### config.mk
export PLATFORM = sky130hd
export DESIGN_NAME = instr_prefetch_buffer
export DESIGN_NICKNAME = d
export VERILOG_FILES = /design/src/rtl/instr_prefetch_buffer.sv
export SDC_FILE = /design/constraint.sdc
export NUM_CORES = 1
export LEC_CHECK = 0
export CAP_MARGIN = 20
export CORE_ASPECT_RATIO = 0.8
export CORE_MARGIN = 4
export CORE_UTILIZATION = 52
export DETAILED_ROUTE_END_ITERATION = 12
export GPL_TIMING_DRIVEN = 0
export HOLD_SLACK_MARGIN = 0.08
export PLACE_DENSITY_LB_ADDON = 0.15
export RECOVER_POWER = 25
export SYNTH_ARGS = -nofsm -noshare
export SYNTH_HDL_FRONTEND = slang
export SYNTH_SLANG_ARGS = --single-unit
### constraint.sdc
create_clock -name clock -period 5.2 [get_ports clock]
set_clock_uncertainty 0.1 [all_clocks]
set_input_delay 1.3 -clock clock [delete_from_list [all_inputs] [get_ports clock]]
set_output_delay 1.3 -clock clock [all_outputs]
set_load 0.02 [all_outputs]
### src/rtl/instr_prefetch_buffer.sv
// instr_prefetch_buffer: sequential instruction prefetch FIFO between Fetch and the memory controller
//
// Ports:
//   clock, reset        rising-edge clock; asynchronous active-low reset
//   fe_pb_req/pc        Fetch asks for the instruction at fe_pb_pc this cycle
//   fe_pb_redirect      PC discontinuity, restart prefetching at fe_pb_pc
//   pb_fe_valid/instr   combinational hit: head entry matches fe_pb_pc
//   pb_mc_en/addr       read request to the controller, held until mc_pb_ack
//   mc_pb_data/ack      read data and one-cycle completion pulse
//   mem_pb_busy         Memory stage owns the controller; no new request may start
//   pb_hit_cnt          (PB_STATS_EN only) saturating count of hits
//   pb_flush_cnt        (PB_STATS_EN only) saturating count of redirects and mismatches
// Optional feature macro: PB_STATS_EN
module instr_prefetch_buffer #(
    parameter int          DEPTH     = 4,
    parameter int          ADDR_STEP = 2,
    parameter logic [17:0] RESET_PC  = 18'h0
) (
    input  logic        clock,
    input  logic        reset,
    input  logic        fe_pb_req,
    input  logic [17:0] fe_pb_pc,
    input  logic        fe_pb_redirect,
    output logic        pb_fe_valid,
    output logic [31:0] pb_fe_instr,
    output logic        pb_mc_en,
    output logic [17:0] pb_mc_addr,
    input  logic [31:0] mc_pb_data,
    input  logic        mc_pb_ack,
    input  logic        mem_pb_busy
`ifdef PB_STATS_EN
    ,
    output logic [15:0] pb_hit_cnt,
    output logic [15:0] pb_flush_cnt
`endif
);
    localparam int PW = $clog2(DEPTH);
    localparam int CW = PW + 1;

    typedef enum logic [1:0] {IDLE, REQ, DROP} state_t;

    state_t        state_q, state_d;
    logic [17:0]   addr_q [DEPTH];
    logic [17:0]   addr_d [DEPTH];
    logic [31:0]   instr_q [DEPTH];
    logic [31:0]   instr_d [DEPTH];
    logic [PW-1:0] rd_ptr_q, rd_ptr_d, wr_ptr_q, wr_ptr_d;
    logic [CW-1:0] count_q, count_d;
    logic          en_q, en_d;
    logic [17:0]   mc_addr_q, mc_addr_d, fill_addr_q, fill_addr_d;
    logic          empty, hit, flush, push, can_start;

    always_comb begin
        empty = count_q == '0;
        hit   = fe_pb_req & ~fe_pb_redirect & ~empty & (addr_q[rd_ptr_q] == fe_pb_pc);
        // When empty, the next instruction to arrive is at fill_addr; asking for anything else is a discontinuity
        flush = fe_pb_redirect | (fe_pb_req & (empty ? (fill_addr_q != fe_pb_pc) : (addr_q[rd_ptr_q] != fe_pb_pc)));
        // Data acked in DROP, or acked in the same cycle as a flush, is stale and never stored
        push        = (state_q == REQ) & mc_pb_ack & ~flush;
        rd_ptr_d    = flush ? '0 : rd_ptr_q + PW'(hit);
        wr_ptr_d    = flush ? '0 : wr_ptr_q + PW'(push);
        count_d     = flush ? '0 : count_q + CW'(push) - CW'(hit);
        fill_addr_d = flush ? fe_pb_pc : fill_addr_q + (push ? 18'(ADDR_STEP) : 18'd0);
        // count_d already includes this cycle's push/pop; the new request needs one free slot
        can_start   = (count_d < CW'(DEPTH)) & ~mem_pb_busy;
        for (int i = 0; i < DEPTH; i++) begin
            addr_d[i]  = (push && wr_ptr_q == PW'(i)) ? mc_addr_q  : addr_q[i];
            instr_d[i] = (push && wr_ptr_q == PW'(i)) ? mc_pb_data : instr_q[i];
        end
        state_d   = state_q;
        en_d      = en_q;
        mc_addr_d = mc_addr_q;
        case (state_q)
            IDLE: begin
                state_d   = can_start ? REQ : IDLE;
                en_d      = can_start;
                mc_addr_d = can_start ? fill_addr_d : mc_addr_q;
            end
            REQ, DROP: begin
                if (mc_pb_ack) begin
                    state_d   = can_start ? REQ : IDLE;
                    en_d      = can_start;
                    mc_addr_d = can_start ? fill_addr_d : mc_addr_q;
                end else if (flush) begin
                    state_d = DROP;
                end
            end
            default: begin
                state_d = IDLE;
                en_d    = 1'b0;
            end
        endcase
    end

    always_ff @(posedge clock or negedge reset) begin
        if (!reset) begin
            state_q     <= IDLE;
            rd_ptr_q    <= '0;
            wr_ptr_q    <= '0;
            count_q     <= '0;
            en_q        <= 1'b0;
            mc_addr_q   <= '0;
            fill_addr_q <= RESET_PC;
            for (int i = 0; i < DEPTH; i++) begin
                addr_q[i]  <= '0;
                instr_q[i] <= '0;
            end
        end else begin
            state_q     <= state_d;
            rd_ptr_q    <= rd_ptr_d;
            wr_ptr_q    <= wr_ptr_d;
            count_q     <= count_d;
            en_q        <= en_d;
            mc_addr_q   <= mc_addr_d;
            fill_addr_q <= fill_addr_d;
            addr_q      <= addr_d;
            instr_q     <= instr_d;
        end
    end

    assign pb_fe_valid = hit;
    assign pb_fe_instr = hit ? instr_q[rd_ptr_q] : '0;
    assign pb_mc_en    = en_q;
    assign pb_mc_addr  = mc_addr_q;

`ifdef PB_STATS_EN
    logic [15:0] hit_cnt_q, hit_cnt_d, flush_cnt_q, flush_cnt_d;

    always_comb begin
        hit_cnt_d   = hit_cnt_q + 16'(hit & ~&hit_cnt_q);
        flush_cnt_d = flush_cnt_q + 16'(flush & ~&flush_cnt_q);
    end

    always_ff @(posedge clock or negedge reset) begin
        if (!reset) begin
            hit_cnt_q   <= '0;
            flush_cnt_q <= '0;
        end else begin
            hit_cnt_q   <= hit_cnt_d;
            flush_cnt_q <= flush_cnt_d;
        end
    end

    assign pb_hit_cnt   = hit_cnt_q;
    assign pb_flush_cnt = flush_cnt_q;
`endif
endmodule

=== Word-level counts from Yosys, hierarchy flattened ===
Index checks and enable logic that the tools add are counted.

* Flip-flop bits (word level): 246
* Latch bits: 0
* Memory bits (writable): 0
* Memory bits (read-only): 0
* Input bits: 56
* Output and inout bits: 52
* Memories: 0

* Add/subtract/negate cells: 5
* Multiply operators: 0
* Divide/modulo/power cells: 0
* Order comparisons: 2
* Equal/unequal tests: 10
* Shifts and indexed selects: 0
* Muxes and demuxes: 22
* Bitwise gates (word level): 13
* Reductions and logical operators: 10

{| class="wikitable"
|+ Operators by type and width
! operator !! number
|-
| 32-bit 2-to-1 mux || 3
|-
| 18-bit 2-to-1 mux || 5
|-
| 32-bit binary-select mux with 2-bit select || 1
|-
| 18-bit binary-select mux with 2-bit select || 1
|-
| 18-bit inequality test || 2
|-
| 18-bit one-hot mux with 2 select lines || 1
|-
| 18-bit by 2-bit adder with 18-bit output || 1
|-
| 18-bit == test || 1
|-
| 2-bit 2-to-1 mux || 5
|-
| 1-bit bitwise AND || 7
|-
| 2-bit == test (second input constant) || 3
|-
| 2-bit by 1-bit adder with 2-bit output || 2
|-
| 2-bit by 1-bit == test with 1-bit output (second input constant) || 2
|-
| 1-bit logical AND || 4
|-
| 2-bit logical NOT || 2
|-
| 1-bit inverter || 4
|-
| 2-bit one-hot mux with 2 select lines || 1
|-
| 3-bit by 1-bit adder with 3-bit output || 1
|-
| 3-bit >= comparator (second input constant) || 1
|-
| 3-bit logical NOT || 1
|-
| 3-bit < comparator (second input constant) || 1
|-
| 1-bit 2-to-1 mux || 3
|-
| 3-bit 2-to-1 mux || 1
|-
| 3-bit inequality test (second input constant) || 1
|-
| other kinds (8) || 8
|}

=== Logic depth before layout (Yosys ltp) ===
* Depth after elaboration: 18
* Depth in mapped cells: 24

=== Least setup slack after synthesis ===
OpenSTA, ideal clock, no wires.

* Path type: in2reg
* From: input fe_pb_pc[15]
* To: register mc_addr_q[11] (netlist: pb_mc_addr[11])
* Data arrival time: 5.182 ns
* Slack: -0.230 ns
* Cell stages on the path: 20
* Cells stage by stage: xnor2_1 -> nand4_1 -> or4_1 -> o41ai_1 -> a41o_1 -> buf_4 -> clkbuf_1 -> nand3_1 -> ha_1 -> inv_1 -> ha_1 -> inv_1 -> fa_1 -> xnor2_1 -> xnor2_1 -> nand2b_1 -> nor2b_1 -> clkbuf_1 -> clkbuf_1 -> a222oi_1

* Word-level cells in the longest chain between the ends: 14
* Elaborated cells between the ends (all ways): 20
* Classes of those cells: 3 x add/sub; 1 x order compare; 3 x eq/ne; 7 x mux; 6 x bitwise

{| class="wikitable"
|+ RTL lines
! what !! line !! source
|-
| start, declared || 22 || <nowiki>input logic [17:0] fe_pb_pc,</nowiki>
|-
| 18-bit inequality test || 57 || <nowiki>flush = fe_pb_redirect | (fe_pb_req & (empty ? (fill_addr_q != fe_pb_pc) : (addr_q[rd_ptr_q] != fe_pb_pc)));</nowiki>
|-
| 1-bit 2-to-1 mux || 57 ||
|-
| 1-bit bitwise AND || 57 ||
|-
| 1-bit OR || 57 ||
|-
| 1-bit inverter || 59 || <nowiki>push = (state_q == REQ) & mc_pb_ack & ~flush;</nowiki>
|-
| 1-bit bitwise AND || 59 ||
|-
| 3-bit by 1-bit adder with 3-bit output || 62 || <nowiki>count_d = flush ? '0 : count_q + CW'(push) - CW'(hit);</nowiki>
|-
| 3-bit by 1-bit subtractor with 3-bit output || 62 ||
|-
| 3-bit 2-to-1 mux || 62 ||
|-
| 3-bit < comparator || 65 || <nowiki>can_start = (count_d < CW'(DEPTH)) & ~mem_pb_busy;</nowiki>
|-
| 1-bit bitwise AND || 65 ||
|-
| 18-bit 2-to-1 mux * || 77, 83 ||
|-
| 18-bit 2-to-1 mux || 80 || <nowiki>if (mc_pb_ack) begin</nowiki>
|-
| 18-bit one-hot mux with 2 select lines * || 73 || <nowiki>case (state_q)</nowiki>
|-
| end signal, assigned || 114 || <nowiki>mc_addr_q <= mc_addr_d;</nowiki>
|-
| end, declared || 50 || <nowiki>logic [17:0] mc_addr_q, mc_addr_d, fill_addr_q, fill_addr_d;</nowiki>
|}

Every way passes the cells marked *; elsewhere a longest branch is shown, timed or not. The select of a mux whose other input is x is not followed.
A chain may end at the register's enable or synchronous reset.

=== Final worst setup path ===
* From: register rd_ptr_q[0]
* To: output pb_fe_instr[28]

* Word-level cells in the longest chain between the ends: 7
* Elaborated cells between the ends (all ways): 10
* Classes of those cells: 1 x eq/ne; 7 x mux; 2 x bitwise

{| class="wikitable"
|+ RTL lines
! what !! line !! source
|-
| start, declared || 47 || <nowiki>logic [PW-1:0] rd_ptr_q, rd_ptr_d, wr_ptr_q, wr_ptr_d;</nowiki>
|-
| start signal, assigned || 110 || <nowiki>rd_ptr_q <= rd_ptr_d;</nowiki>
|-
| 2-bit inverter with 3-bit output (implied by the code) * || 55, 122 ||
|-
| 18-bit binary-select mux with 2-bit select || 55 || <nowiki>hit = fe_pb_req & ~fe_pb_redirect & ~empty & (addr_q[rd_ptr_q] == fe_pb_pc);</nowiki>
|-
| 18-bit 2-to-1 mux (implied by the code) (2 in series) || 55 ||
|-
| 18-bit == test || 55 ||
|-
| 1-bit bitwise AND || 55 ||
|-
| 32-bit 2-to-1 mux * || 122 || <nowiki>assign pb_fe_instr = hit ? instr_q[rd_ptr_q] : '0;</nowiki>
|-
| end, declared || 25 || <nowiki>output logic [31:0] pb_fe_instr,</nowiki>
|}

Marks and branches as above.

==> results summary <==
The run finished, with violations left. The checks that failed: max-capacitance violations, max-slew violations. The HPWL after detailed placement is 18,540 um. The floorplan die area is 24,930 um^2. Walking the worst path, the cells encountered are buf_8 > buf_6 > buf_4 > mux4_2 > xnor2_1 > or4_4 > or4_4 > buf_6 > buf_12 > nor2b_1 > buf_4. The synthesized net count is 899. The total of warnings raised by yosys is 0. The worst hold path belongs to the class flip-flop to flip-flop. The floorplan has 48 rows. The most frequently used flop master after synthesis is sky130_fd_sc_hd__dfrtp_1. The total clock buffers created by CTS is 25.

Dividing the detail-routed via count by the number of cells gives 5.690. In the layout the commonest cells are 245 x sky130_fd_sc_hd__dfrtp_1, 197 x sky130_fd_sc_hd__mux2_2, 65 x sky130_fd_sc_hd__clkdlybuf4s50_1, 49 x sky130_fd_sc_hd__buf_4, 47 x sky130_fd_sc_hd__mux4_2. The initial antenna violation count is 0.

The worst-case vdd ir drop is 0.2079 mV. The power density of the placed cells is 379.5 nW/um^2. The sequential area share after synthesis is 52.73%. The final wirelength came out at 27,950 um. The fraction of power spent switching nets came out at 27.52%. The finished cells cover 14,560 um^2.

After filler insertion, the fill cell instance count of the layout stands at 1,590. The number of buffers between clock root and the deepest sink is 3. The biggest area contributor in the post-synthesis netlist is sky130_fd_sc_hd__dfrtp_1. The timing-limited maximum frequency is 195.6 MHz. The register bit total from synthesis came out at 246. The delay of the slowest cell on the worst path came out at 590 ps. STA classifies the critical path endpoint as a primary output. Summing all flip-flop and latch instances after layout gives 6157 um^2. In the global route stage, overall resource usage came out at 22.21%.

The area growth from synthesis to final layout came out at 24.72%. By startpoint and endpoint, the worst setup path is classified as flip-flop to primary output. The count of nets after finishing is 1,068. The static leakage power came out at 6.768 nW.

The fraction of power consumed by sequential logic came out at 43.9%. The cell-internal power is 4.005 mW. The count of input and output buffers is 107. The starting density of the core is 53.55%. Setup violations remaining at the end of the flow were counted as 0. For the worst setup path, the data required time is 3800 ps.

The share of Yosys cell area claimed by the top area cell type came out at 52.73%. Dividing the detail-routed wire length by the instance count gives 21.19 um. The count of routing violations after the opening detailed-route iteration is 555. After clock tree synthesis, the clock-pin slew on the worst setup and hold paths is 60 ps. The largest individual stage delay along the critical path comes from the cell sky130_fd_sc_hd__or4_4. The number of pins with negative max-slew slack in the final report is 52. The switching power summed over all nets is 1.521 mW.

From left edge to right edge, the die measures 175.5 um. The die outline height is 142.0 um. The placed instances occupy a cell area of 13,200 um^2. The worst hold slack after final layout came out at 384.2 ps.

The tree is rooted in a sky130_fd_sc_hd__clkbuf_16. At the end of routability-driven placement, the weighted congestion stood at 0.9824. The final worst-path cycle share came out at 98.33%. The clock tree from TritonCTS is yes. The largest net degree at the start of global routing is 114.

The multi-input combinational cells in the finished layout cover a total of 5350 um^2. The total via count after detailed routing came out at 7,505. Max-cap violations in this run came to 1. In this run, post-CTS hold repair placed 0 buffers.

The data arrival time of the worst path came out at 3710 ps. The via count of the first global-routing pass is 7,690. In this run the tightest slew margin relative to its limit is -93.01%. The total I/O pin count came out at 108. The worst setup path is launched from a flip-flop.

Counting every sink on the clock net gives 246. Yosys mapped the design onto 48 distinct sky130hd cell types. Yosys attributes the largest share of cell area to sky130_fd_sc_hd__dfrtp_1 53%, sky130_fd_sc_hd__mux2_2 19%, sky130_fd_sc_hd__mux4_2 9.1%.

The share of power burned in combinational logic is 23.6%. The overall overflow remaining after global route is 0. The async set-or-reset flop fraction in the synthesized netlist is 100.0%.

The final antenna diode count came out at 0. The transition at the pin with the smallest max-transition slack is 2895 ps. The number of design rule violations left after detail routing came out at 0. Leaving out fill and tap cells, the most frequent cell in the layout is sky130_fd_sc_hd__dfrtp_1. The first-pass GRT wire length is 43,680 um.

Setup repair after global routing could not meet its margin everywhere. The clock period could shrink to 5113 ps. Clock latency on the worst-skew pair, taken at its later pin, is 520 ps.

The residual antenna-violating net count after detailed routing is 0. The total area inside the core boundary comes to 21,800 um^2. The post-synthesis instance total is 833. The largest fanout on the critical path came out at 5.

The post-route netlist has 41.22% of its cells at a drive strength greater than 1. The number of H-tree levels came out at 1. In this run the mean area of a mapped cell was 14.02 um^2. Yosys mapped a number of flops with a built-in enable equal to 0. The cell area that synthesis handed to floorplanning was 11,670 um^2. The relative contribution of the clock network to total power is 32.5%. The final-report hold violation count came out at 0. The detailed-routing iteration count for the pre-antenna-repair pass came out at 8.
## final timing paths
| kind | start | endpoint | slack [ps] | depth (start not counted) |
|---|---|---|---|---|
| worst max-delay path | rd_ptr_q[0] | pb_fe_instr[28] | 90 | 11 |
| worst min-delay path | addr_q[13] | addr_q[13] | 380 | 1 |
| worst max register to register | rd_ptr_q[0] | pb_mc_addr[17] | 90 | 23 |
| worst min register to register | addr_q[13] | addr_q[13] | 380 | 1 |
| max in group asynchronous | reset | instr_q[105] | 1410 | 3 |
| min in group asynchronous | reset | addr_q[43] | 1620 | 1 |
## registers in the layout, indices dropped and copies added, names as in the netlist
register and count:
instr_q 128, addr_q 72, fill_addr_q 18, pb_mc_addr 18
count_q 3, rd_ptr_q 2, state_q 2, wr_ptr_q 2
pb_mc_en 1
## critical path, delay by kind of cell, from the launching register on
family        cells  cell delay (ps)
xor+xnor          1              150
buf+inv           6              830
flops             1              380
mux               1              520
simple gates      3             1320
## cells in the mapped netlist, types with 9 or more instances
library cell	n
sky130_fd_sc_hd__dfrtp_1	246
sky130_fd_sc_hd__mux2_2	197
sky130_fd_sc_hd__mux4_2	47
sky130_fd_sc_hd__inv_1	35
sky130_fd_sc_hd__nor2b_1	35
sky130_fd_sc_hd__nor2_1	25
sky130_fd_sc_hd__xnor2_1	25
sky130_fd_sc_hd__xor2_1	25
sky130_fd_sc_hd__clkbuf_1	21
sky130_fd_sc_hd__nand2_1	21
sky130_fd_sc_hd__nand3_1	15
sky130_fd_sc_hd__a21oi_1	14
sky130_fd_sc_hd__nor3_1	12
sky130_fd_sc_hd__a222oi_1	11
sky130_fd_sc_hd__buf_2	11
sky130_fd_sc_hd__ha_1	9
sky130_fd_sc_hd__mux2_1	9
## metal layers
layer | track usage [%] | share of wire [%] | vias up
met2 | 33.94 | 45 | 225
met5 | 0 | 0 | -
met4 | 3.527 | 1.7 | 0
met3 | 3.612 | 5.3 | 38
met1 | 34.68 | 48 | 3882
li1 | - | - | 3360
## what timing repair did
| action | 4_1_cts | 5_1_grt |
|---|---|---|
| buffers inserted | 24 | 10 |
| pin swaps | 14 | 15 |
| setup endpoints to repair | 68 | 55 |
| cloned | 1 | 1 |
| gates resized for setup | 174 | 84 |
## power by group through the flow
stage / clock (mW) / sequential (mW) / combinational [mW]
floorplan: 0 / 2.44 / 0.710
global placement: 0 / 2.45 / 1.14
detailed placement: 0 / 2.45 / 1.16
CTS: 1.82 / 2.42 / 1.27
global route: 1.91 / 2.46 / 1.40
finish: 1.79 / 2.43 / 1.30
## cell families after synthesis
kind of cell / after synthesis / share of synthesized area [%]
DFF: 246 / 52.73
and+or+nand+nor: 133 / 6.130
xor gates and xnor gates: 50 / 3.751
buffers and inverters: 83 / 3.301
AOI/OAI and AO/OA: 52 / 3.505
muxes: 259 / 29.45
adders and majority gates: 10 / 1.136
## area by class of cell
cell class                 instances  area share (%)
sequential                       246           42.28
multi-input combinational        504           36.74
timing repair buffer             146           9.435
clock buffer                      38           4.975
tap                              300           2.578
buffer                            44           2.432
inverter                          35          0.9881
clock inverter                     6          0.5671
## through the flow
step / setup TNS [ps] / total power, mW / worst slack, ps / utilization, % / instances
after CTS: 0 / 5.512 / 1.135 / 66.05 / 1310
final: 0 / 5.526 / 86.99 / 66.79 / 1319
after global routing: -346.2 / 5.774 / -37.89 / 66.79 / 1319
after floorplan: 0 / 3.153 / 17.54 / - / 833
after global placement: -2031380 / 3.584 / -7958 / 60.24 / 1240
after detailed placement: -78240 / 3.618 / -1709 / 60.55 / 1243
(Power assumes the default switching activity.)
